===== src/rtl/fft_addr_gen_if.sv =====
// Control/address bus between the FFT sequencer (master) and the butterfly
// address generator (slave).
interface fft_addr_gen_if #(
  parameter int LOG2N = 4
);
  localparam int SW = $clog2(LOG2N);

  logic             start;
  logic             all_stages;
  logic [SW-1:0]    stage_in;
  logic             inverse;
  logic             stall;
  logic [LOG2N-1:0] addr_a;
  logic [LOG2N-1:0] addr_b;
  logic [LOG2N-2:0] tw_idx;
  logic             tw_conj;
  logic [SW-1:0]    stage;
  logic             valid;
  logic             last;
  logic             busy;
  logic             dv;

  modport master (
    output start, all_stages, stage_in, inverse, stall,
    input  addr_a, addr_b, tw_idx, tw_conj, stage, valid, last, busy, dv
  );

  modport slave (
    input  start, all_stages, stage_in, inverse, stall,
    output addr_a, addr_b, tw_idx, tw_conj, stage, valid, last, busy, dv
  );
endinterface


===== src/rtl/fft_addr_gen.sv =====
// In-place radix-2 DIT butterfly address / twiddle-index generator with
// single-stage or auto-sequenced all-stage runs, stall and inter-stage gap.
module fft_addr_gen #(
  parameter int LOG2N     = 4,
  parameter int STAGE_GAP = 2
) (
  input  logic          clk,
  input  logic          rst_n,
  fft_addr_gen_if.slave bus
);
  localparam int SW    = $clog2(LOG2N);
  localparam int KW    = LOG2N - 1;
  localparam int GW    = (STAGE_GAP > 1) ? $clog2(STAGE_GAP) : 1;
  localparam int GLAST = (STAGE_GAP > 0) ? STAGE_GAP - 1 : 0;
  localparam logic [SW-1:0] LAST_STG = SW'(LOG2N - 1);

  typedef enum logic [1:0] {IDLE, RUN, GAP, DONE} state_t;

  state_t        state;
  logic [KW-1:0] k;
  logic [SW-1:0] cur_stg;
  logic          all_r;
  logic [GW-1:0] gcnt;

  logic [LOG2N-1:0]   kx, span, mask, pos, a_c, b_c;
  logic [2*LOG2N-1:0] tw_wide;
  logic [KW-1:0]      tw_c;
  logic [SW-1:0]      start_stg;
  logic               k_last, more_stages;

  // group<<(s+1) is rewritten as (k with its low s bits cleared)<<1, and
  // pos<<(LOG2N-1-s) as ({pos,0}>>s)>>1, so no shift amount can overflow SW bits.
  always_comb begin
    kx      = LOG2N'(k);
    span    = LOG2N'(1) << cur_stg;
    mask    = span - LOG2N'(1);
    pos     = kx & mask;
    a_c     = ((kx & ~mask) << 1) | pos;
    b_c     = a_c | span;
    tw_wide = ({pos, {LOG2N{1'b0}}} >> cur_stg) >> 1;
    tw_c    = tw_wide[KW-1:0];
  end

  always_comb begin
    start_stg = '0;
    if (!bus.all_stages)
      start_stg = (32'(bus.stage_in) >= 32'(LOG2N)) ? LAST_STG : bus.stage_in;
    k_last      = (k == '1);
    more_stages = all_r && (cur_stg != LAST_STG);
  end

  always_ff @(posedge clk) begin
    if (!rst_n) begin
      state       <= IDLE;
      k           <= '0;
      cur_stg     <= '0;
      all_r       <= 1'b0;
      gcnt        <= '0;
      bus.addr_a  <= '0;
      bus.addr_b  <= '0;
      bus.tw_idx  <= '0;
      bus.tw_conj <= 1'b0;
      bus.stage   <= '0;
      bus.valid   <= 1'b0;
      bus.last    <= 1'b0;
      bus.busy    <= 1'b0;
      bus.dv      <= 1'b0;
    end else begin
      bus.dv <= 1'b0;
      case (state)
        IDLE: begin
          bus.valid <= 1'b0;
          bus.last  <= 1'b0;
          bus.busy  <= 1'b0;
          if (bus.start) begin
            all_r       <= bus.all_stages;
            cur_stg     <= start_stg;
            bus.tw_conj <= bus.inverse;
            k           <= '0;
            state       <= RUN;
          end
        end
        RUN: begin
          bus.busy <= 1'b1;
          if (bus.stall) begin
            bus.valid <= 1'b0;
            bus.last  <= 1'b0;
          end else begin
            bus.valid  <= 1'b1;
            bus.last   <= k_last;
            bus.addr_a <= a_c;
            bus.addr_b <= b_c;
            bus.tw_idx <= tw_c;
            bus.stage  <= cur_stg;
            k          <= k + KW'(1);
            if (k_last) begin
              if (!more_stages) begin
                state <= DONE;
              end else if (STAGE_GAP > 0) begin
                gcnt  <= '0;
                state <= GAP;
              end else begin
                cur_stg <= cur_stg + SW'(1);
              end
            end
          end
        end
        GAP: begin
          bus.valid <= 1'b0;
          bus.last  <= 1'b0;
          bus.busy  <= 1'b1;
          gcnt      <= gcnt + GW'(1);
          if (gcnt == GW'(GLAST)) begin
            cur_stg <= cur_stg + SW'(1);
            state   <= RUN;
          end
        end
        DONE: begin
          bus.valid <= 1'b0;
          bus.last  <= 1'b0;
          bus.busy  <= 1'b0;
          bus.dv    <= 1'b1;
          state     <= IDLE;
        end
        default: state <= IDLE;
      endcase
    end
  end
endmodule

===== src/flat_wrapper.sv =====
// flat-port wrapper written by rule: the top's interface ports become plain ports
module fft_addr_gen_flat 
#(
  parameter int LOG2N     = 4,
  parameter int STAGE_GAP = 2
)
  (clk, rst_n, bus_start, bus_all_stages, bus_stage_in, bus_inverse, bus_stall, bus_addr_a, bus_addr_b, bus_tw_idx, bus_tw_conj, bus_stage, bus_valid, bus_last, bus_busy, bus_dv);
  fft_addr_gen_if #(.LOG2N(LOG2N)) bus_i ();
  input  logic clk;
  input  logic rst_n;
  input wire logic [$bits(bus_i.start)-1:0] bus_start;
  input wire logic [$bits(bus_i.all_stages)-1:0] bus_all_stages;
  input wire logic [$bits(bus_i.stage_in)-1:0] bus_stage_in;
  input wire logic [$bits(bus_i.inverse)-1:0] bus_inverse;
  input wire logic [$bits(bus_i.stall)-1:0] bus_stall;
  output wire logic [$bits(bus_i.addr_a)-1:0] bus_addr_a;
  output wire logic [$bits(bus_i.addr_b)-1:0] bus_addr_b;
  output wire logic [$bits(bus_i.tw_idx)-1:0] bus_tw_idx;
  output wire logic [$bits(bus_i.tw_conj)-1:0] bus_tw_conj;
  output wire logic [$bits(bus_i.stage)-1:0] bus_stage;
  output wire logic [$bits(bus_i.valid)-1:0] bus_valid;
  output wire logic [$bits(bus_i.last)-1:0] bus_last;
  output wire logic [$bits(bus_i.busy)-1:0] bus_busy;
  output wire logic [$bits(bus_i.dv)-1:0] bus_dv;
  assign bus_i.start = bus_start;
  assign bus_i.all_stages = bus_all_stages;
  assign bus_i.stage_in = bus_stage_in;
  assign bus_i.inverse = bus_inverse;
  assign bus_i.stall = bus_stall;
  assign bus_addr_a = bus_i.addr_a;
  assign bus_addr_b = bus_i.addr_b;
  assign bus_tw_idx = bus_i.tw_idx;
  assign bus_tw_conj = bus_i.tw_conj;
  assign bus_stage = bus_i.stage;
  assign bus_valid = bus_i.valid;
  assign bus_last = bus_i.last;
  assign bus_busy = bus_i.busy;
  assign bus_dv = bus_i.dv;
  fft_addr_gen #(.LOG2N(LOG2N), .STAGE_GAP(STAGE_GAP)) u_core (.clk(clk), .rst_n(rst_n), .bus(bus_i));
endmodule

===== config.mk =====
export PLATFORM = sky130hd
export DESIGN_NAME = fft_addr_gen_flat
export DESIGN_NICKNAME = d
export VERILOG_FILES = /design/src/rtl/fft_addr_gen_if.sv /design/src/rtl/fft_addr_gen.sv /design/src/flat_wrapper.sv
export SDC_FILE = /design/constraint.sdc
export NUM_CORES = 1
export LEC_CHECK = 0
export ABC_AREA = 1
export BUFFER_PORTS_ARGS = -buffer_cell sky130_fd_sc_hd__clkbuf_2
export CORE_MARGIN = 8
export CORE_UTILIZATION = 48
export DETAILED_ROUTE_END_ITERATION = 8
export HOLD_SLACK_MARGIN = 0.08
export PLACE_DENSITY = 0.76
export SLEW_MARGIN = 10
export SYNTH_ARGS = -nofsm -noshare
export SYNTH_HDL_FRONTEND = slang
export SYNTH_SLANG_ARGS = --single-unit

===== constraint.sdc =====
create_clock -name clk -period 1.36 [get_ports clk]
set_clock_uncertainty 0.05 [all_clocks]
set_input_delay 0.272 -clock clk [delete_from_list [all_inputs] [get_ports clk]]
set_output_delay 0.272 -clock clk [all_outputs]
set_load 0.02 [all_outputs]

==> summary.md, run 1 <==
| Metric | Value |
|---|---|
| Max frequency | `723 MHz` |
| Fin. Hold Viols | `0` |
| Initial antenna violation count | `0` |
| Place WS | `-0.0948 ns` |
| Post-Syn Instances | `~180` |
| Routed vias | `approximately 1300` |
| ANT cells | `0` |
| Synth Register Bits | `27` |
| Syn-to-layout area delta | `33.6%` |
| Final setup margin | `-0.0234 ns` |
| Total iterations of the first detailed-routing run | `4` |
| First DRT Iteration DRCs | `a little under 90` |
| Final ANT Viol Nets | `0` |
| Inst Count DP | `259` |
| Switching share of power | `42.4%` |
| Grt total ovfl | `0` |
| RSZ-0062 raised after global routing | `true` |
| Core Region | `0.00273 sq mm` |
| Routability cong. | `0.879` |
| Vias in the first global route | `1227` |
| DIE AREA | `about 0.0048 sq mm` |
| Hpwl dp | `2.38 mm` |
| Crit path kind | `reg2reg` |
| Total track usage | `12.2%` |
| Maximum VDD drop | `1.06 mV` |
| Tightest Pin Transition | `0.288 ns` |
| Clk Tree Root Cell | `clkbuf_4` |
| Max Cap Viol | `0` |
| Share of layout cells above drive strength 1 | `37.3%` |
| R2R cell count | `7` |
| Post-Syn Nets | `between 200 and 250` |
| Cell area after synthesis | `0.00136 sq mm` |
| Num rows | `19` |
| Worst-path clk slew | `0.15 ns` |
| Critical path launch point type | `flop` |
| Post-CTS Hold Fix Bufs | `0` |
| Clock Latency Late Sink | `0.33 ns` |
| Worst path required time | `1.54 ns` |
| Cell count of the worst hold path | `3` |
| Post-synthesis sequential area ratio | `39.8%` |
| Crit path arrival time | `between 1.5 and 2 ns` |
| Pleak | `0.889 nW` |
| Clock power frac | `11.6%` |
| Synthesized area per cell | `7.50 sq um` |
| Comb pwr share | `54.6%` |
| Die Ht | `approximately 69 um` |
| Violated checks | `setup timing` |
| Period minus WS final | `~1.4 ns` |
| Maximum clock insertion buffer count | `2` |
| Hold Path Class | `in2reg` |
| Nets | `257` |
| DRC | `0` |
| CTS tree | `built` |
| Ys Warns | `0` |
| Htree depth | `1` |
| Num CTS Buffers | `3` |
| Sw power | `1.36 mW` |
| Die X-Extent | `69.2 um` |
| Final Setup Violations | `2` |
| Fin. max-slew vios | `0` |
| CTS Sinks | `27` |
| Io pins | `26` |
| Largest net degree at the start of global routing | `18` |
| Yosys cell types | `22` |
| Int Pwr | `1.84 mW` |
| CP endpoint kind | `flop` |
| Non-Filler Instances | `around 270` |
| CP max FO | `4` |
| WL per Instance | `12.6 um` |
| Number of port buffers | `25` |
| Pwr/cell area | `1760 mW/mm^2` |
| Worst slew margin | `80.7%` |
| Initial core utilization | `49.7%` |
| Register share of total power | `between 30% and 40%` |
| First-pass GRT wire length | `5.14 mm` |
| Status | `finished with violations` |
| Vias per cell | `4.90` |
| Total length of routed wires | `between 3 and 4 mm` |
| Tcrit/Tclk final | `102%` |
[final timing paths]
check	startpoint	to	slack, ns
setup reg to reg	u_core.state[1]$_SDFFE_PN0P_	u_core.state[1]$_SDFFE_PN0P_	-0.02
hold reg to reg	u_core.bus.tw_idx[1]$_SDFFE_PN0P_	u_core.bus.tw_idx[1]$_SDFFE_PN0P_	0.43
hold / removal	bus_all_stages	u_core.all_r$_SDFFE_PN0P_	0.15
setup / recovery	u_core.state[1]$_SDFFE_PN0P_	u_core.state[1]$_SDFFE_PN0P_	-0.02
[what timing repair did]
| action | CTS | global route |
|---|---|---|
| gates resized for setup | 8 | 23 |
| setup endpoints to repair | 11 | 20 |
| pin swaps | 3 | 4 |
| setup buffers | 1 | 3 |
[cell type report]
cell class                      count  area, sq um
Inverter                           25         98.8
Fill cell                         227          920
Clock inverter                      1         7.51
Timing Repair Buffer               54          343
Multi-Input combinational cell    126          754
Clock buffer                        3         22.5
Tap cell                           31         38.8
Sequential cell                    27          549
[placed cells by master, fill, tap and decap left out]
master / count
nor2_2: 1
ha_2: 2
nor3_1: 3
o21ai_1: 4
nand2_2: 6
inv_2: 5
a21oi_2: 2
buf_4: 29
nand3_4: 1
a22oi_1: 1
inv_6: 1
dfxtp_2: 4
clkbuf_4: 3
nor2_1: 21
nand2_1: 39
clkbuf_2: 25
o21ai_4: 1
nand3_2: 1
inv_1: 18
ha_1: 7
clkinv_1: 1
ha_4: 3
o211ai_1: 2
o21ai_0: 9
a21oi_1: 12
nand2_4: 1
nor2_4: 1
nand3_1: 8
dfxtp_1: 22
clkinvlp_4: 1
a31oi_1: 1
dfxtp_4: 1
[cell families after synthesis]
kind of cell	Yosys count	synth area share, %
and+or+nand+nor	82	26.1
AOI/OAI and AO/OA	32	13.5
buffers and inverters	28	9.49
DFF	27	39.8
adders and majority gates	12	11.1
[worst max-delay path: stages (launching register included)]
cell and delay (ns):
dfxtp_2 0.35, inv_2 0.10, ha_2 0.25, nand2_1 0.12
nand2_2 0.12, nor2_4 0.05, o21ai_1 0.17, nor2_1 0.08
[power by group through the flow]
stage                     combinational (mW)  clock [mW]  sequential (mW)
after detailed placement                1.50           0             1.08
after CTS                               1.53       0.378             1.06
after global routing                    1.90       0.415             1.10
after global placement                  1.48           0             1.07
after floorplan                        0.802           0             1.20
final                                   1.75       0.369             1.08
[sequential cells by signal (all words and copies together) (netlist names)]
name                count
u_core.all_r            1
u_core.bus.addr_a       4
u_core.bus.addr_b       4
u_core.bus.busy         1
u_core.bus.dv           1
u_core.bus.last         1
u_core.bus.stage        2
u_core.bus.tw_conj      1
u_core.bus.tw_idx       3
u_core.bus.valid        1
u_core.cur_stg          2
u_core.gcnt             1
u_core.k                3
u_core.state            2
[through the flow]
step | util [%] | TNS, ns | power [mW] | area [sq um] | hold slack [ns]
final | 66.4 | -0.0385 | 3.20 | 1810 | 0.149
after detailed placement | 61.4 | -0.356 | 2.58 | 1680 | 0.407
after floorplan | - | 0 | 2.00 | 1360 | 0.385
after global placement | 61.4 | -0.106 | 2.55 | 1680 | 0.403
after CTS | 63.3 | -0.0174 | 2.97 | 1730 | 0.140
after global routing | 66.4 | -0.385 | 3.42 | 1810 | 0.148
[synth_stat cells]
library cell	n	share of area, %
a21oi_1	13	4.8
a21oi_2	1	0.65
a22oi_1	1	0.55
a31oi_1	1	0.46
buf_12	1	1.5
buf_2	2	0.74
clkinv_1	2	0.55
dfxtp_1	27	40
ha_1	12	11
inv_1	22	6.1
inv_6	1	0.65
nand2_1	43	12
nand2_2	2	0.92
nand2_4	1	0.83
nand3_1	8	2.9
nand3_2	1	0.74
nand3_4	1	1.3
nor2_1	23	6.4
nor3_1	3	1.1
o211ai_1	2	1.1
o21ai_0	13	4.8
o21ai_4	1	1.2
[layer usage]
metal  vias up  GRT usage [%]  share of wire [%]
li1        682              -                  -
met1       601           14.3                 47
met2        20           21.2                 49
met3         4           2.58                3.0
met4         0           4.33               0.74
met5         -              0                  0
(Power assumes the default switching activity.)
==> run 2: changes to the inputs <==
CORE_UTILIZATION = 27   (was 48)
PLACE_DENSITY = 0.48   (was 0.76)
SKIP_LAST_GASP = 1   (was unset)
clock period = 1.35 ns   (was 1.36 ns; I/O delays follow)
==> summary.md, run 2 (synthesis results as in run 1) <==
| Metric | Value |
|---|---|
| Top Registers | `u_core.bus.addr_a (4), u_core.bus.addr_b (4) (unchanged)` |
| Crit-path cells | `clkinvlp_4 > ha_4 > o211ai_1 > buf_4 > nand2_1 > nand2_1 > nor2_1 (was inv_2 > ha_2 > nand2_1 > nand2_2 > nor2_4 > o21ai_1 > nor2_1)` |
| Crit path arrival time | `1.51 ns (was 1.56 ns)` |
| Final setup margin | `-0.0346 ns (was -0.0234 ns)` |
| Maximum VDD drop | `0.539 mV (was 1.06 mV)` |
| Critical path launch point type | `flop (unchanged)` |
| Die Ht | `86.9 um (was 69.2 um)` |
| CTS Sinks | `27 (unchanged)` |
| Place WS | `-0.155 ns (was -0.0948 ns)` |
| Total iterations of the first detailed-routing run | `4 (unchanged)` |
| Worst-path clk slew | `0.10 ns (was 0.15 ns)` |
| Die X-Extent | `86.9 um (was 69.2 um)` |
| Largest net degree at the start of global routing | `16 (was 18)` |
| Worst slew margin | `79.9% (was 80.7%)` |
| Switching share of power | `41.6% (was 42.4%)` |
| Total length of routed wires | `3.56 mm (was 3.36 mm)` |
| Fin. Hold Viols | `0 (unchanged)` |
| Cell Area, Placed | `0.00171 sq mm (was 0.00168 sq mm)` |
| Max Cap Viol | `0 (unchanged)` |
| CP endpoint kind | `flop (unchanged)` |
| Period minus WS final | `1.38 ns (about the same)` |
| Register share of total power | `31.9% (was 33.8%)` |
| Pwr/cell area | `1780 mW/mm^2 (was 1760 mW/mm^2)` |
| Grt total ovfl | `0 (unchanged)` |
| Num CTS Buffers | `3 (unchanged)` |
| Int Pwr | `2.01 mW (was 1.84 mW)` |
| Total track usage | `9.18% (was 12.2%)` |
| Fin. max-slew vios | `0 (unchanged)` |
| Maximum clock insertion buffer count | `2 (unchanged)` |
| Final ANT Viol Nets | `0 (unchanged)` |
| Clk Tree Root Cell | `clkbuf_8 (was clkbuf_4)` |
| CP max FO | `5 (was 4)` |
| Initial antenna violation count | `0 (unchanged)` |
| Share of layout cells above drive strength 1 | `41.1% (was 37.3%)` |
| Hpwl dp | `2.63 mm (was 2.38 mm)` |
| Tot Pwr | `3.44 mW (was 3.20 mW)` |
| First-pass GRT wire length | `5.56 mm (was 5.14 mm)` |
| Initial core utilization | `27.3% (was 49.7%)` |
| Clock power frac | `13.9% (was 11.6%)` |
| Final Setup Violations | `2 (unchanged)` |
| Status | `finished with violations (unchanged)` |
| Tightest Pin Transition | `0.300 ns (was 0.288 ns)` |
| Pleak | `0.903 nW (was 0.889 nW)` |
| DIE AREA | `0.00755 sq mm (was 0.00479 sq mm)` |
| First DRT Iteration DRCs | `61 (was 87)` |
| Slowest-stage cell, CP | `dfxtp_4 (was dfxtp_2)` |
| Post-CTS Hold Fix Bufs | `0 (unchanged)` |
| Most frequent cells in the layout | `nand2_1 (36), buf_4 (27), clkbuf_2 (25), dfxtp_1 (23), inv_1 (19) (was nand2_1 (39), buf_4 (29), clkbuf_2 (25), dfxtp_1 (22), nor2_1 (21))` |
| Clock Latency Late Sink | `0.27 ns (was 0.33 ns)` |
| Htree depth | `1 (unchanged)` |
| ANT cells | `0 (unchanged)` |
| WL per Instance | `11.6 um (was 12.6 um)` |
| Crit-path max cell delay | `0.39 ns (was 0.35 ns)` |
| Syn-to-layout area delta | `42.8% (was 33.6%)` |
| Crit path kind | `reg2reg (unchanged)` |
| Number of port buffers | `25 (unchanged)` |
| DRC | `0 (unchanged)` |
| Core Region | `0.00498 sq mm (was 0.00273 sq mm)` |
| Most common cell after layout, fill and taps aside | `nand2_1 (unchanged)` |
| Fin area | `0.00194 sq mm (was 0.00181 sq mm)` |
| Io pins | `26 (unchanged)` |
| Non-Filler Instances | `306 (was 267)` |
| Num rows | `26 (was 19)` |
| Nets | `257 (unchanged)` |
| Tcrit/Tclk final | `103% (was 102%)` |
| Violated checks | `setup timing (unchanged)` |
| RSZ-0062 raised after global routing | `true (unchanged)` |
| Sw power | `1.43 mW (was 1.36 mW)` |
| Vias in the first global route | `1183 (was 1227)` |
| Utilization after layout | `38.9% (was 66.4%)` |
| Vias per cell | `4.14 (was 4.90)` |
| Hold Path Class | `in2reg (unchanged)` |
| CTS tree | `built (unchanged)` |
| Max frequency | `722 MHz (was 723 MHz)` |
| Worst path required time | `1.48 ns (was 1.54 ns)` |
| Comb pwr share | `54.2% (was 54.6%)` |
| Routability cong. | `0.863 (was 0.879)` |
| Most frequent CP cell | `nand2_1` |
| Inst Count DP | `296 (was 259)` |
| Routed vias | `1266 (was 1307)` |
==> run 2: timing repair <==
item                                    in CTS  in global routing
pin swaps                                    1                 11
endpoints found under the setup margin      20                 23
resized for setup                            9                 38
buffers inserted                             1                  5
==> run 2: path summary, 6_finish.rpt <==
check | startpoint | slack [ns] | depth (start not counted) | endpoint
setup reg to reg | u_core.state[0]$_SDFFE_PN0P_ | -0.03 | 7 | u_core.cur_stg[1]$_SDFFE_PN0P_
setup / recovery | u_core.state[0]$_SDFFE_PN0P_ | -0.03 | 7 | u_core.cur_stg[1]$_SDFFE_PN0P_
hold / removal | bus_inverse | 0.19 | 3 | u_core.bus.tw_conj$_SDFFE_PN0P_
hold reg to reg | u_core.bus.stage[1]$_SDFFE_PN0P_ | 0.42 | 2 | u_core.bus.stage[1]$_SDFFE_PN0P_
==> run 2: cell type report <==
cell class	instances	area, sq um
clock inverter	1	5.00
multi-input combinational	126	801
fill	522	3040
clock buffer	3	41.3
sequential	27	548
inverter	25	105
timing repair buffer	54	350
tap	70	87.6
==> run 2: worst max-delay path: cells and delay by family (launching register included) <==
| kind | cells | cell delay (ns) |
|---|---|---|
| DFF | 1 | 0.39 |
| adders and majority gates | 1 | 0.20 |
| AOI/OAI and AO/OA | 1 | 0.20 |
| and+or+nand+nor | 3 | 0.14 |
| buffers and inverters | 2 | 0.30 |
==> run 2: power groups by stage <==
stage          clock network (mW)  registers (mW)  logic [mW]
2_1_floorplan                   0            1.21       0.808
3_3_place_gp                    0            1.09        1.47
3_5_place_dp                    0            1.09        1.47
4_1_cts                     0.494            1.08        1.54
5_1_grt                     0.525            1.12        2.07
6_report                    0.479            1.10        1.86
==> run 2: metal layers <==
metal,wire [um],global-route usage [%],vias to the layer above
met3,68,1.42,2
met1,1720,11.8,572
li1,-,-,681
met5,0,0,-
met4,38,3.60,0
met2,1730,14.9,11
==> run 2: metrics by stage <==
step / hold WS [ns] / setup TNS (ns)
6_report: 0.192 / -0.0563
5_1_grt: 0.207 / -0.505
4_1_cts: 0.188 / -0.0829
3_5_place_dp: 0.406 / -0.975
3_3_place_gp: 0.402 / -0.664
2_1_floorplan: 0.383 / 0
